### src/rtl/arbitro_round_robin.sv
// arbitro_round_robin: 16-way arbiter, fixed-priority or round-robin winner selection,
// registered one-hot grant with a bounded hold time and a forced-release timeout pulse.
module arbitro_round_robin #(
    parameter int MAX_HOLD = 15
) (
    input  logic        clk,
    input  logic        rst,
    input  logic [15:0] req,
    input  logic        done,
    input  logic        mode,
    output logic [15:0] gnt,
    output logic [3:0]  gnt_idx,
    output logic        gnt_valid,
    output logic        timeout
);
    typedef enum logic {IDLE, GRANT} state_t;
    state_t state, state_n;
    logic [7:0] hold, hold_n;
    logic [3:0] last_idx, last_n, fix_w, rr_w, win, idx_n;
    logic [15:0] gnt_n;
    logic valid_n, timeout_n, expire, release_c;
    // Later iterations overwrite earlier ones, so the last hit is the winner:
    // highest index for fixed priority, nearest below last_idx for round-robin.
    always_comb begin
        fix_w = '0;
        for (int i = 0; i < 16; i++) if (req[i]) fix_w = 4'(i);
        rr_w = '0;
        for (int k = 16; k >= 1; k--) if (req[last_idx - 4'(k)]) rr_w = last_idx - 4'(k);
    end
    assign win       = mode ? rr_w : fix_w;
    assign expire    = hold == 8'(MAX_HOLD);
    assign release_c = done || !req[gnt_idx] || expire;
    always_comb begin
        state_n   = state;
        gnt_n     = gnt;
        idx_n     = gnt_idx;
        valid_n   = gnt_valid;
        timeout_n = 1'b0;
        hold_n    = hold;
        last_n    = last_idx;
        if (state == IDLE) begin
            if (|req) begin
                state_n = GRANT;
                gnt_n   = 16'(1) << win;
                idx_n   = win;
                valid_n = 1'b1;
                hold_n  = '0;
                last_n  = win;
            end
        end else if (release_c) begin
            state_n   = IDLE;
            gnt_n     = '0;
            idx_n     = '0;
            valid_n   = 1'b0;
            timeout_n = expire && !done && req[gnt_idx];
        end else begin
            hold_n = hold + 8'd1;
        end
    end
    always_ff @(posedge clk) begin
        if (rst) begin
            state     <= IDLE;
            gnt       <= '0;
            gnt_idx   <= '0;
            gnt_valid <= 1'b0;
            timeout   <= 1'b0;
            hold      <= '0;
            last_idx  <= '0;
        end else begin
            state     <= state_n;
            gnt       <= gnt_n;
            gnt_idx   <= idx_n;
            gnt_valid <= valid_n;
            timeout   <= timeout_n;
            hold      <= hold_n;
            last_idx  <= last_n;
        end
    end
endmodule

### config.mk
export PLATFORM = sky130hd
export DESIGN_NAME = arbitro_round_robin
export DESIGN_NICKNAME = d
export VERILOG_FILES = /design/src/rtl/arbitro_round_robin.sv
export SDC_FILE = /design/constraint.sdc
export NUM_CORES = 1
export LEC_CHECK = 0
export CORE_ASPECT_RATIO = 1.25
export CORE_MARGIN = 4
export CORE_UTILIZATION = 42
export CTS_BUF_LIST = sky130_fd_sc_hd__clkbuf_4
export CTS_CLUSTER_SIZE = 16
export DETAILED_ROUTE_END_ITERATION = 8
export GPL_TIMING_DRIVEN = 0
export PLACE_DENSITY = 0.61
export SETUP_SLACK_MARGIN = 0.3
export SLEW_MARGIN = 0
export SYNTH_ARGS = -nofsm -noshare
export SYNTH_HDL_FRONTEND = slang
export SYNTH_SLANG_ARGS = --single-unit
### constraint.sdc
create_clock -name clk -period 7 [get_ports clk]
set_input_delay 1.05 -clock clk [delete_from_list [all_inputs] [get_ports clk]]
set_output_delay 1.05 -clock clk [all_outputs]
set_load 0.05 [all_outputs]
Word-level counts from Yosys, hierarchy flattened
Cells that the tools add are included.
W data, S select, Z words.
Storage, ports and cells
  ROM bits: 0
  output and inout bits: 22
  logic and storage cells: 139
  register bits: 35
  RAM bits: 0
  memories kept: 0
  input bits: 20
  latch bits: 0
Operators by class
  muxes and demuxes: 81
  reductions and logical operators: 12
  magnitude comparators: 17
  shift operators: 1
  bitwise gates (word level): 2
  equality and inequality tests: 3
  $mul: 0
  div/mod/pow operators: 0
  add/sub/neg operators: 16
Operator list (count)
  $mux W4: 34
  $lt A4 B5 Y1 const B: 17
  $bmux W1 S4: 17
  $mux W16: 3
  $sub A4 B4 Y4 const B: 8
  $mux W1: 24
  $mux W8: 3
  $reduce_or A16 Y1: 1
  $shl A1 B4 Y16 const A: 1
  $sub A4 B3 Y4 const B: 4
  $add A8 B1 Y8 const B: 1
  $eq A8 B4 Y1 const B: 1
  $sub A4 B2 Y4 const B: 2
  $reduce_and A2 Y1: 3
  $sub A4 B1 Y4 const B: 1
  $reduce_or A3 Y1: 1
  $logic_and A1 B1 Y1: 2
  $logic_not A1 Y1: 2
  $logic_or A1 B1 Y1: 2
  $ne A2 B1 Y1 const B: 1
  $ne A2 B2 Y1 const B: 1
  $not A1 Y1: 2
  $reduce_bool A2 Y1: 1

Logic depth before layout (Yosys ltp)
  word-level depth: 22
  depth in mapped cells: 17
  depth with buffers taken out: 11

Worst setup path before layout
Ideal clock, no wire load.
  kind: register to register
  start point: register last_idx[0]
  end point: register gnt[10]
  buffers on the path: 5
  stages on the path, launching flop included: 17
  required time: 6940 ps
  path slack: 2637 ps
  clock period less this slack: 4363 ps
  setup time: 60 ps
  arrival time: 4302 ps
  cell sequence: dfxtp_1 buf_6 buf_2 buf_4 clkbuf_1 inv_1 ha_1 buf_2 mux4_2 mux2i_1 nor2_1 or3_1 a211o_1 a311oi_1 o2111ai_1 a211oi_1 a22o_1
On the way
  word-level cells in the longest chain between the ends: 22
  elaborated cells on any way between the ends: 67
  those cells by class: add/sub: 15; shift: 1; mux: 51
Ends and longest elaborated chain
  from (decl): RTL line 19  | logic [3:0] last_idx, last_n, fix_w, rr_w, win, idx_n;
  from (signal assigned): RTL line 76  | last_idx <= last_n;
  $sub A4 B4 Y4 or $bmux W1 S4 (tied branches): RTL line 28  | for (int k = 16; k >= 1; k--) if (req[last_idx - 4'(k)]) rr_w = last_idx - 4'(k);
  $bmux W1 S4 or $mux W1 (tied branches): RTL line 28
  $mux W1 (implied by the code) or $mux W4 (tied branches): RTL line 28
  $mux W4 (14 in a row): RTL line 28
  $mux W4 (*): RTL line 28
  $mux W4 (*): RTL line 30  | assign win = mode ? rr_w : fix_w;
  $shl A1 B4 Y16 (*): RTL line 44  | gnt_n = 16'(1) << win;
  $mux W16 (*): RTL line 42  | if (|req) begin
  $mux W16 (*): RTL line 41  | if (state == IDLE) begin
  to (signal assigned): RTL line 71  | gnt <= gnt_n;
  to (decl): RTL line 11  | output logic [15:0] gnt,
Mark *: on every way between the ends. The rest lies on a longest branch, timed or not. The select of a mux whose other input is x is not followed.
A chain may end at the register's enable or synchronous reset.

Worst setup path after layout
  start point: register last_idx[0]
  end point: register gnt[0]
The elaborated chain is that of the path after synthesis.

==> results_tabular.tex <==
\begin{tabular}{lr}
\hline
Metric & Value \\
\hline
\multicolumn{2}{l}{\textbf{Drt}} \\
Drt total wl & 13250 um \\
DRC & 0 \\
Via density & 6.419 \\
Remaining antenna violation count after routing & 0 \\
Vias & 4044 \\
DRC violation total after the first TritonRoute iteration & 264 \\
Routed wire length per instance & 21.04 um \\
Initial DRT Pass Iterations & 5 \\
\multicolumn{2}{l}{\textbf{Logic synthesis}} \\
Register bit count reported by yosys & 35 \\
Mean area per synthesized cell & 8.835 sq um \\
Top flip-flop cell by instance count after synthesis & dfxtp\_1 \\
Portion of the post-synthesis area used by sequential elements & 0.1724 \\
Instance count of the mapped netlist & 460 \\
Number of synthesis warnings & 0 \\
Synthesized Nets & 488 \\
Number of enable flip-flop cells after synthesis & 0 \\
Count of unique library cells instantiated by Yosys & 70 \\
Total standard cell area after synthesis & 4064 sq um \\
Fraction of registers with async set/reset & 0 \\
\multicolumn{2}{l}{\textbf{Place}} \\
Last weighted congestion value of the routability-driven placer & 0.9921 \\
Number of I/O port buffers & 39 \\
Total half-perimeter wirelength after legalization and detailed placement & 10200 um \\
\multicolumn{2}{l}{\textbf{Finish}} \\
Fillers & 891 \\
Layout cell share with drive strength beyond 1 & 0.1558 \\
Antenna Cells & 0 \\
Most frequent cells in the layout & nor2\_1 (46), clkdlybuf4s50\_1 (39), mux4\_2 (37), nand2\_1 (35), dfxtp\_1 (35) \\
Number of nets in the finished design & 534 \\
Growth of design area from synthesis to finish & 14.81\% \\
Most common cell after layout, fill and taps aside & nor2\_1 \\
FF/Latch Area & 700.7 sq um \\
Multi-input gate area & 3171 sq um \\
\multicolumn{2}{l}{\textbf{Clocking}} \\
Number of buffers inserted to repair setup after CTS & 0 \\
Clock tree root buffer cell & clkbuf\_4 \\
Clock net sink count & 35 \\
TritonCTS clock tree & done \\
Number of buffers created by CTS & 5 \\
H-tree lvl count & 2 \\
Hold\_buf cts & 0 \\
Later-pin clock latency in the skew report & 0.35 ns \\
Clock transition at path regs & 0.11 ns \\
Post-CTS sizing & 0 \\
Clk buf depth & 2 \\
\multicolumn{2}{l}{\textbf{STA}} \\
Portion of the clock cycle consumed by the worst path in the final layout & 0.8324 \\
Setup-failing EPs final & 0 \\
Max Freq & 171.6 MHz \\
Final Hold Violating Endpoints & 0 \\
Slew @ Worst Pin & 0.9682 ns \\
Final TNS setup & 0 ns \\
Worst relative slew slack & 0.3499 \\
RSZ-0062 raised after global routing & no \\
Number of pins with negative max-slew slack in the final report & 0 \\
Worst clock skew & 0.009954 ns \\
Period minus WS final & 5.827 ns \\
\multicolumn{2}{l}{\textbf{GRT}} \\
Number of antenna violations at the first check in global routing & 0 \\
GRT Total Usage & 0.2409 \\
Via count of the first global-routing pass & 4093 \\
Overflow left after global routing & 0 \\
Global-route wire length before repair & 21420 um \\
Maximum number of pins on one net before global-route repair & 13 \\
\multicolumn{2}{l}{\textbf{Worst setup path}} \\
CP Max Fanout & 10 \\
Critical register-to-register path startpoint & last\_idx[0]\$\_SDFFE\_PP0P\_ \\
Worst Setup Path Type & reg -> reg \\
Depth of the worst register-to-register path & 16 \\
WP data required & 7.25 ns \\
Arr. time, crit path & 6.08 ns \\
End of the worst register-to-register path & gnt[0]\$\_SDFFE\_PP0P\_ \\
Type of destination of the critical path & flip-flop \\
Flop2flop setup slack & 1.17 ns \\
Worst Setup Start Kind & flip-flop \\
\multicolumn{2}{l}{\textbf{Flow run}} \\
\# Max-Cap Violations & 0 \\
\multicolumn{2}{l}{\textbf{Die}} \\
Die Span X & 95.98 um \\
\# rows & 39 \\
IO Count & 42 \\
Core area & 9271 sq um \\
Starting Density & 0.4383 \\
Height of the chip & 118.0 um \\
Die Area & 11320 sq um \\
\multicolumn{2}{l}{\textbf{Hold path}} \\
Class of the tightest hold or removal check & reg -> reg \\
Min-Delay Startpoint & gnt[7]\$\_SDFFE\_PP0P\_ \\
Hold Path Sink & gnt[7]\$\_SDFFE\_PP0P\_ \\
Number of instances on the worst hold path & 2 \\
\multicolumn{2}{l}{\textbf{Outcome}} \\
Result of the run & finished clean \\
\hline
\end{tabular}
-- flip-flops by register name (all words and copies together) (netlist names) --
name / flops
hold: 8
gnt: 16
gnt_valid: 1
timeout: 1
state: 1
gnt_idx: 4
last_idx: 4
-- worst max-delay path by stage --
stage                                         from              endpoint  slack [ns]  cells past startpoint
after global placement    last_idx[0]$_SDFFE_PP0P_   gnt[0]$_SDFFE_PP0P_        1.27                     16
final                     last_idx[0]$_SDFFE_PP0P_   gnt[0]$_SDFFE_PP0P_        1.17                     16
after CTS                 last_idx[0]$_SDFFE_PP0P_   gnt[0]$_SDFFE_PP0P_        1.18                     16
after detailed placement  last_idx[0]$_SDFFE_PP0P_   gnt[0]$_SDFFE_PP0P_        1.23                     16
after floorplan           last_idx[0]$_SDFFE_PP0P_  gnt[10]$_SDFFE_PP0P_        2.64                     16
after global routing      last_idx[0]$_SDFFE_PP0P_   gnt[0]$_SDFFE_PP0P_        0.67                     16
-- kinds of logic after synthesis --
family / Yosys count / share of synthesized area
compound gates: 124 / 0.2217
flops: 35 / 0.1724
fa+ha+maj: 8 / 0.02463
xor+xnor: 13 / 0.03264
simple gates: 157 / 0.1900
buf+inv: 46 / 0.04742
mux: 77 / 0.3113
-- layout make-up --
class | instances | area share
clock inverter | 2 | 0.002682
tap | 123 | 0.03298
buffer | 36 | 0.03325
inverter | 10 | 0.008045
multi-input combinational | 379 | 0.6795
timing repair buffer | 39 | 0.08367
clock buffer | 6 | 0.009654
sequential | 35 | 0.1502
-- critical path, cell delays in order (launching register included) --
cell	delay, ns
dfxtp_1	0.56
buf_6	0.23
buf_2	0.27
buf_4	0.24
clkbuf_1	0.48
inv_1	0.26
ha_1	0.34
buf_2	0.28
buf_2	0.34
mux4_2	0.44
mux2i_1	0.40
mux2i_1	0.37
a21oi_1	0.21
o21ai_0	0.15
a32oi_1	0.59
a21oi_1	0.27
a22o_1	0.26
-- cell usage after synthesis (4+ instances only) --
cell       number  area share
nor2b_1        10       0.015
inv_1           8      0.0074
nor3_1          6      0.0074
and3_1          9       0.014
nand2_1        35       0.032
or3_1           4      0.0062
mux2i_1        27       0.067
clkbuf_1       24       0.022
o21ai_1        10       0.012
mux4_2         37        0.21
buf_2           6      0.0074
xnor2_1         9       0.019
mux2_2         12       0.033
a211oi_1        5      0.0092
nor4_1          7       0.011
a31oi_1         8       0.012
a211o_1         4      0.0086
nand2b_1       11       0.017
a21oi_1        20       0.025
o21bai_1        5      0.0092
dfxtp_1        35        0.17
a22o_1         13       0.028
o21ai_0        17       0.021
nand3_1        12       0.015
or2_2           4      0.0062
ha_1            8       0.025
o2111ai_1       5       0.011
nor2_1         46       0.042
-- per-layer routing --
metal / wire, um / vias up / GRT usage
li1: - / 1875 / -
met1: 5316 / 1957 / 0.3073
met2: 6522 / 165 / 0.3987
met3: 760 / 47 / 0.02302
met4: 655 / 0 / 0.1157
met5: 0 / - / 0
-- through the flow --
stage	hold slack, ns	setup WS (ns)	cells	area [sq um]	utilization
after floorplan	0.4667	2.637	460	4064	-
after global placement	0.4403	1.273	622	4608	0.4970
after detailed placement	0.4456	1.232	622	4608	0.4970
after CTS	0.4674	1.181	630	4666	0.5032
after global routing	0.4875	0.6741	630	4666	0.5032
final	0.4622	1.173	630	4666	0.5032
Power is not shown: default switching activity piles up to over one toggle a cycle in this logic, so the estimate is an artifact.
